### src/rtl/ifetch_if.sv
// Fetch-stage bundle: ROM address/data, redirect from execute, and the
// decode-facing response channel.
//
// Handshake: out_valid qualifies out_pc/out_instr/out_fault; a word is
// transferred on a rising edge where out_valid && out_ready. While
// out_valid is high and out_ready is low, the presented word is held stable.
interface ifetch_if #(
  parameter int ROM_SIZE = 8192
);
  localparam int RomWidth = $clog2(ROM_SIZE / 4);

  logic [RomWidth-1:0] rom_adr;
  logic [31:0]         rom_dat;
  logic                redirect_valid;
  logic [31:0]         redirect_pc;
  logic                out_valid;
  logic                out_ready;
  logic [31:0]         out_pc;
  logic [31:0]         out_instr;
  logic                out_fault;

  // Fetch stage side.
  modport master (
    output rom_adr,
    input  rom_dat,
    input  redirect_valid,
    input  redirect_pc,
    output out_valid,
    input  out_ready,
    output out_pc,
    output out_instr,
    output out_fault
  );

  // ROM / execute / decode side.
  modport slave (
    input  rom_adr,
    output rom_dat,
    output redirect_valid,
    output redirect_pc,
    input  out_valid,
    output out_ready,
    input  out_pc,
    input  out_instr,
    input  out_fault
  );
endinterface

### src/rtl/ifetch.sv
// Instruction fetch stage in front of a registered boot ROM. The ROM reads
// every cycle, so a stall re-presents the address of the held word instead
// of buffering it. Faulting PCs (misaligned or past the ROM) produce one
// flagged word and then halt fetch until a redirect.
module ifetch #(
  parameter int          ROM_SIZE = 8192,
  parameter logic [31:0] RESET_PC = 32'h0000_0000
) (
  input  logic     clk,
  input  logic     rst,
  ifetch_if.master bus,
  output logic     dbg_halt_o
);
  localparam int          RomWidth  = $clog2(ROM_SIZE / 4);
  localparam logic [31:0] RomLimit  = 32'(ROM_SIZE);

  typedef enum logic {RUN = 1'b0, HALT = 1'b1} mode_e;

  mode_e       mode_q;
  logic [31:0] pc_q;
  logic [31:0] rsp_pc_q;
  logic        rsp_valid_q;

  logic stall;
  logic fault;
  logic xfer;

  // Response channel: a redirect squashes the presented word this cycle.
  always_comb begin
    bus.out_valid = rsp_valid_q && !bus.redirect_valid;
    bus.out_pc    = rsp_pc_q;
    bus.out_fault = fault;
    bus.out_instr = fault ? 32'h0 : bus.rom_dat;
  end

  assign fault      = rsp_valid_q && ((rsp_pc_q[1:0] != 2'b00) || (rsp_pc_q >= RomLimit));
  assign stall      = bus.out_valid && !bus.out_ready;
  assign xfer       = bus.out_valid && bus.out_ready;
  assign dbg_halt_o = (mode_q == HALT);

  // ROM address: redirect target, else re-read the held word, else next PC.
  always_comb begin
    bus.rom_adr = pc_q[RomWidth+1:2];
    if (bus.redirect_valid) begin
      bus.rom_adr = bus.redirect_pc[RomWidth+1:2];
    end else if (stall) begin
      bus.rom_adr = rsp_pc_q[RomWidth+1:2];
    end
  end

  // Fetch FSM: redirect > stall > halt > fault retirement > sequential fetch.
  always_ff @(posedge clk or posedge rst) begin
    if (rst) begin
      pc_q        <= RESET_PC;
      rsp_valid_q <= 1'b0;
      rsp_pc_q    <= 32'h0;
      mode_q      <= RUN;
    end else if (bus.redirect_valid) begin
      rsp_valid_q <= 1'b1;
      rsp_pc_q    <= bus.redirect_pc;
      pc_q        <= bus.redirect_pc + 32'd4;
      mode_q      <= RUN;
    end else if (stall) begin
      // Hold everything; the ROM re-reads rsp_pc_q.
    end else if (mode_q == HALT) begin
      // No fetch until a redirect.
    end else if (xfer && fault) begin
      rsp_valid_q <= 1'b0;
      mode_q      <= HALT;
    end else begin
      rsp_valid_q <= 1'b1;
      rsp_pc_q    <= pc_q;
      pc_q        <= pc_q + 32'd4;
    end
  end
endmodule

### src/flat_wrapper.sv
// flat-port wrapper written by rule: the top's interface ports become plain ports
module ifetch_flat 
#(
  parameter int          ROM_SIZE = 8192,
  parameter logic [31:0] RESET_PC = 32'h0000_0000
)
  (clk, rst, dbg_halt_o, bus_rom_adr, bus_rom_dat, bus_redirect_valid, bus_redirect_pc, bus_out_valid, bus_out_ready, bus_out_pc, bus_out_instr, bus_out_fault);
  ifetch_if #(.ROM_SIZE(ROM_SIZE)) bus_i ();
  input  logic clk;
  input  logic rst;
  output logic dbg_halt_o;
  output wire logic [$bits(bus_i.rom_adr)-1:0] bus_rom_adr;
  input wire logic [$bits(bus_i.rom_dat)-1:0] bus_rom_dat;
  input wire logic [$bits(bus_i.redirect_valid)-1:0] bus_redirect_valid;
  input wire logic [$bits(bus_i.redirect_pc)-1:0] bus_redirect_pc;
  output wire logic [$bits(bus_i.out_valid)-1:0] bus_out_valid;
  input wire logic [$bits(bus_i.out_ready)-1:0] bus_out_ready;
  output wire logic [$bits(bus_i.out_pc)-1:0] bus_out_pc;
  output wire logic [$bits(bus_i.out_instr)-1:0] bus_out_instr;
  output wire logic [$bits(bus_i.out_fault)-1:0] bus_out_fault;
  assign bus_rom_adr = bus_i.rom_adr;
  assign bus_i.rom_dat = bus_rom_dat;
  assign bus_i.redirect_valid = bus_redirect_valid;
  assign bus_i.redirect_pc = bus_redirect_pc;
  assign bus_out_valid = bus_i.out_valid;
  assign bus_i.out_ready = bus_out_ready;
  assign bus_out_pc = bus_i.out_pc;
  assign bus_out_instr = bus_i.out_instr;
  assign bus_out_fault = bus_i.out_fault;
  ifetch #(.ROM_SIZE(ROM_SIZE), .RESET_PC(RESET_PC)) u_core (.clk(clk), .rst(rst), .bus(bus_i), .dbg_halt_o(dbg_halt_o));
endmodule
### config.mk
export PLATFORM = sky130hd
export DESIGN_NAME = ifetch_flat
export DESIGN_NICKNAME = d
export VERILOG_FILES = /design/src/rtl/ifetch_if.sv /design/src/rtl/ifetch.sv /design/src/flat_wrapper.sv
export SDC_FILE = /design/constraint.sdc
export NUM_CORES = 1
export LEC_CHECK = 0
export BUFFER_PORTS_ARGS = -buffer_cell sky130_fd_sc_hd__buf_2
export CAP_MARGIN = 20
export CORE_MARGIN = 2
export CORE_UTILIZATION = 32
export CTS_CLUSTER_DIAMETER = 40
export DETAILED_ROUTE_END_ITERATION = 10
export SKIP_LAST_GASP = 1
export SLEW_MARGIN = 20
export SYNTH_ARGS = -nofsm -noshare
export SYNTH_HDL_FRONTEND = slang
export SYNTH_SLANG_ARGS = --single-unit
### constraint.sdc
create_clock -name clk -period 3.15 [get_ports clk]
set_clock_uncertainty 0.05 [all_clocks]
set_input_delay 0.1575 -clock clk [delete_from_list [all_inputs] [get_ports clk]]
set_output_delay 0.1575 -clock clk [all_outputs]
set_load 0.01 [all_outputs]
# Word-level counts from Yosys, hierarchy flattened
# Cells that the tools add are included.
# W data, S select, Z words.
# word_totals
regBits	66
inputBits	68
# op_classes
n_addsub	2
n_mux	19
n_eq_ne	3
order_cmp	1
reduce_logical	11
# ops
operator	n
$mux W32	9
$add A32 B3 Y32 const B	2
$ge A32 B14 Y1 const B	1
$mux W11	2
$mux W1	8
$ne A2 B2 Y1 const B	3
$logic_and A1 B1 Y1	5
$reduce_and A3 Y1	1
$logic_not A1 Y1	2
$reduce_and A2 Y1	1
$reduce_bool A2 Y1	1
$logic_or A1 B1 Y1	1

# Logic depth before layout (Yosys ltp)
# logic_depth
depth_word	8
depth_mapped	12

# Least setup slack after synthesis
# No wires, ideal clock.
# synth_timing
path_kind	input-to-reg
from	input bus_redirect_valid
to	register u_core.pc_q[30]
path_stages	12
n_path_buf	4
arrival_time_ps	2472
path_slack_ps	498
cell_sequence	buf_6 -> buf_2 -> buf_2 -> buf_1 -> mux2_2 -> ha_1 -> inv_1 -> a221oi_4 -> nand4_4 -> nor4_2 -> xnor2_1 -> mux2i_1
# synth_between
elab_chain_cells	6
word_cells_on_any_way	10
cone_classes	eq/ne: 3; mux: 1; reduce/logical: 6
# synth_lines
element	line	source
start: declaration	flat_wrapper.sv:14	input wire logic [$bits(bus_i.redirect_valid)-1:0] bus_redirect_valid;
$logic_not A1 Y1	ifetch.sv:30	bus.out_valid = rsp_valid_q && !bus.redirect_valid;
$logic_and A1 B1 Y1	ifetch.sv:30	
$logic_and A1 B1 Y1	ifetch.sv:38	assign xfer = bus.out_valid && bus.out_ready;
$logic_and A1 B1 Y1	ifetch.sv:67	end else if (xfer && fault) begin
$ne A2 B2 Y1 (no source line)	n/a	
$reduce_and A3 Y1 (no source line)	n/a	
end signal: assignment	ifetch.sv:61	pc_q <= bus.redirect_pc + 32'd4;
end signal: assignment	ifetch.sv:73	pc_q <= pc_q + 32'd4;
end: declaration	ifetch.sv:20	logic [31:0] pc_q;
# Parallel ways exist; a longest one is shown, timed or not.
# A chain may end at the register's enable or synchronous reset.

# Worst setup path in the final report
# layout_timing
from	register u_core.rsp_pc_q[25], in the netlist u_core.bus.out_pc[25]
to	register u_core.pc_q[19]
# layout_between
elab_chain_cells	6
# layout_lines
element	line	source
start: declaration	ifetch.sv:21	logic [31:0] rsp_pc_q;
start signal: assignment	ifetch.sv:60	rsp_pc_q <= bus.redirect_pc;
start signal: assignment	ifetch.sv:72	rsp_pc_q <= pc_q;
$ge A32 B14 Y1	ifetch.sv:36	assign fault = rsp_valid_q && ((rsp_pc_q[1:0] != 2'b00) || (rsp_pc_q >= RomLimit));
$logic_or A1 B1 Y1	ifetch.sv:36	
$logic_and A1 B1 Y1	ifetch.sv:36	
$logic_and A1 B1 Y1	ifetch.sv:67	
$ne A2 B2 Y1 (no source line)	n/a	
$reduce_and A3 Y1 (no source line)	n/a	
# Every way passes these cells.

==> impl_metrics.json <==
{
  "status": "complete, no violations",
  "numCtsBuffers": 9,
  "grt_pass1_vias": 4056,
  "area_growth_pct": 27.89,
  "period_share_pct": 85.34,
  "rsz0062_at_grt": "false",
  "postRouteAntennaNets": 0,
  "gp_congestion": 0.8456,
  "synth_cells": 498,
  "yosysUniqueCellTypes": 46,
  "grt_pass1_wl_mm": 20.89,
  "ys_warn_count": 0,
  "cts_setup_buffers": 0,
  "dr.pass1.iters": 4,
  "placed_cell_area_sq_mm": 0.005389,
  "synth_area_sq_mm": 0.004456,
  "synth_fp_nets": 567,
  "antenna_found_initial": 0,
  "cts.sinks": 66,
  "diodes": 0,
  "grt_max_degree": 62,
  "dieArea_sq_mm": 0.01488,
  "fin_crit_ps": 2688,
  "worstSetupPathType": "reg2reg",
  "worst_setup_path_end_kind": "register",
  "required_ps": 3300,
  "wl_met3_mm": 1.037,
  "finalWirelength_mm": 13.45,
  "die_h_microns": 122.0,
  "synth_edf_count": 0,
  "met1Wirelength_mm": 5.599,
  "slowest_delay_ps": 650,
  "tns_ps": 0,
  "io_pins": 146,
  "maxCapViolCount": 0,
  "power_leakage_nw": 2.606,
  "fp.coreArea_sq_mm": 0.01372,
  "p_per_area_mw_per_mm2": 478.0,
  "nets": 708,
  "vias_per_cell": 5.076,
  "instances_no_fill": 824,
  "timing.fmax_mhz": 372.0,
  "drc_errors": 0,
  "dp_hpwl_mm": 10.14,
  "core.rowCount": 43,
  "path_delay_family": "simple AND/OR/NAND/NOR gates",
  "wl_met2_mm": 6.713,
  "crit_path_start_kind": "register",
  "cts_buffer_depth": 2,
  "path_cells": "nor4_1 -> nand4_1 -> o32a_2 -> buf_4 -> nor3_1 -> xnor2_1 -> mux2i_1",
  "path_clk_slew_ps": 50,
  "wl_per_cell_microns": 16.32,
  "layout-drive-gt1-share_pct": 30.59,
  "portBuffers": 145,
  "hold_path_class": "in2reg",
  "grt_overflow": 0,
  "max_slew.worst_pin.slew_ps": 696.1,
  "synthArstFlopShare_pct": 100.0,
  "slew_headroom_pct": 52.39,
  "first_iter_violations": 185,
  "clock_tree.root_cell": "clkbuf_16",
  "yosys_register_bits": 66,
  "ctsResizeCount": 0,
  "pre_cts_ws_ps": 479.1,
  "finalWorstSetupSlack_ps": 461.8,
  "cp_max_fo": 25,
  "drv_slew": 0,
  "cp_num_buf_inv": 1,
  "fillers": 1370,
  "setup_viol": 0,
  "h-tree-depth": 3,
  "synthFlopType": "dfrtp_1",
  "cp.arrival_ps": 2840,
  "cts_tree": "done",
  "place_inst": 807,
  "yosysSeqAreaShare_pct": 37.07,
  "ir_worst_vdd_mv": 0.3824,
  "num_vias": 4183,
  "initial_utilization_pct": 32.48,
  "finalHoldViolCount": 0,
  "cpMaxStageDelayCell": "o32a_2",
  "cts_hold_buf": 1,
  "finish.instance_area_sq_mm": 0.005698,
  "syn_area_per_cell_sq_um": 8.947,
  "die_x_microns": 122.0,
  "highest_layer": "met4",
  "insertion_delay_ps": 330,
  "track_usage_pct": 18.01
}
## cell usage after synthesis (2+ instances only)
cell type | count | area share, %
nand2_1 | 73 | 6.1
dfrtp_1 | 66 | 37
mux2i_1 | 49 | 11
xnor2_1 | 43 | 8.5
and2_1 | 32 | 4.5
nor2_1 | 32 | 2.7
o21ai_0 | 28 | 3.1
nand3_1 | 19 | 2.1
nor3_1 | 19 | 2.1
a21oi_1 | 13 | 1.5
buf_2 | 12 | 1.3
mux2_2 | 12 | 3.0
xor2_1 | 12 | 2.4
clkbuf_1 | 11 | 0.93
nand4_1 | 10 | 1.4
inv_1 | 9 | 0.76
nor4_1 | 7 | 0.98
a22oi_1 | 4 | 0.67
buf_1 | 4 | 0.34
nor2b_1 | 4 | 0.56
nor4_2 | 4 | 1.1
nand2b_1 | 3 | 0.42
nand4b_1 | 3 | 0.59
a31oi_1 | 2 | 0.28
buf_6 | 2 | 0.51
nand3b_4 | 2 | 0.90
nor3b_1 | 2 | 0.34
o21a_1 | 2 | 0.34
o22ai_1 | 2 | 0.28
## state kept, by name (all words and copies together), names as in the netlist
register	flops
u_core.pc_q	32
u_core.rsp_valid_q	1
u_core.bus.out_pc	32
u_core.dbg_halt_o	1
## power breakdown
group          internal (mW)  leakage [nW]  switching, mW
registers              0.957         0.777          0.119
logic                  0.287          1.68          0.346
clock network          0.655         0.147          0.359
total                   1.90          2.61          0.824
## metrics by stage
step	utilization, %	power (mW)	hold slack (ps)
after CTS	41.53	2.756	5.557
after floorplan	-	1.456	196.3
final	41.53	2.723	14.26
after detailed placement	39.28	1.727	175.4
after global placement	39.28	1.712	180.3
after global routing	41.53	2.870	12.99
## cell families after synthesis
family          share of synthesized area [%]
simple gates                            25.08
flops                                   37.07
compound gates                          8.846
mux                                     14.04
xor+xnor                                10.81
buf+inv                                 3.875
fa+ha+maj                              0.2808
## worst register-to-register path, cell delays in order, from the launching register on
cell and delay (ps):
dfrtp_1 380, nor4_1 410, nand4_1 240, o32a_2 650
buf_4 330, nor3_1 270, xnor2_1 140, mux2i_1 80
## placed cells by master, fill, tap and decap left out, drive strengths merged, types with 2 or more instances in the layout
cell type,netlist,layout
nor2,32,32
a21oi,14,14
xor2,12,12
buf,18,158
and2,32,32
nand2,73,73
xnor2,43,43
nand4b,3,3
nand2b,3,3
dfrtp,66,66
nand3,20,20
inv,9,9
nor3b,2,2
nor3,19,19
nand3b,3,3
nor4,11,11
o21ai,28,28
nor2b,4,4
mux2,12,12
o21a,2,2
a22oi,4,4
a31oi,2,2
nand4,11,11
o22ai,3,3
clkbuf,11,14
mux2i,49,49
## cell type report
cell class | count | area [sq um] | area share [%]
multi-input cells | 394 | 2640 | 46.33
inverters | 9 | 33.78 | 0.5929
clock buffers | 14 | 264.0 | 4.633
repair buffers | 159 | 848.3 | 14.89
clock inverters | 2 | 35.03 | 0.6148
well taps | 180 | 225.2 | 3.953
flip-flops and latches | 66 | 1652 | 28.99
## per-layer routing
layer	vias up	GRT usage [%]
met5	-	0
met4	0	3.879
met1	2028	21.76
met3	9	4.401
li1	2001	-
met2	145	32.37
## worst paths after layout
check | startpoint | endpoint | slack, ps | cells after the start
setup reg to reg | u_core.bus.out_pc[25] | u_core.pc_q[19] | 460 | 7
min in group asynchronous | rst | u_core.bus.out_pc[15] | 360 | 3
setup / recovery | u_core.bus.out_pc[25] | u_core.pc_q[19] | 460 | 7
max in group asynchronous | rst | u_core.pc_q[3] | 1710 | 4
hold / removal | bus_redirect_pc[2] | u_core.pc_q[2] | 10 | 2
hold reg to reg | u_core.pc_q[1] | u_core.pc_q[1] | 440 | 1
No activity file was read; power rests on OpenSTA's default activity.
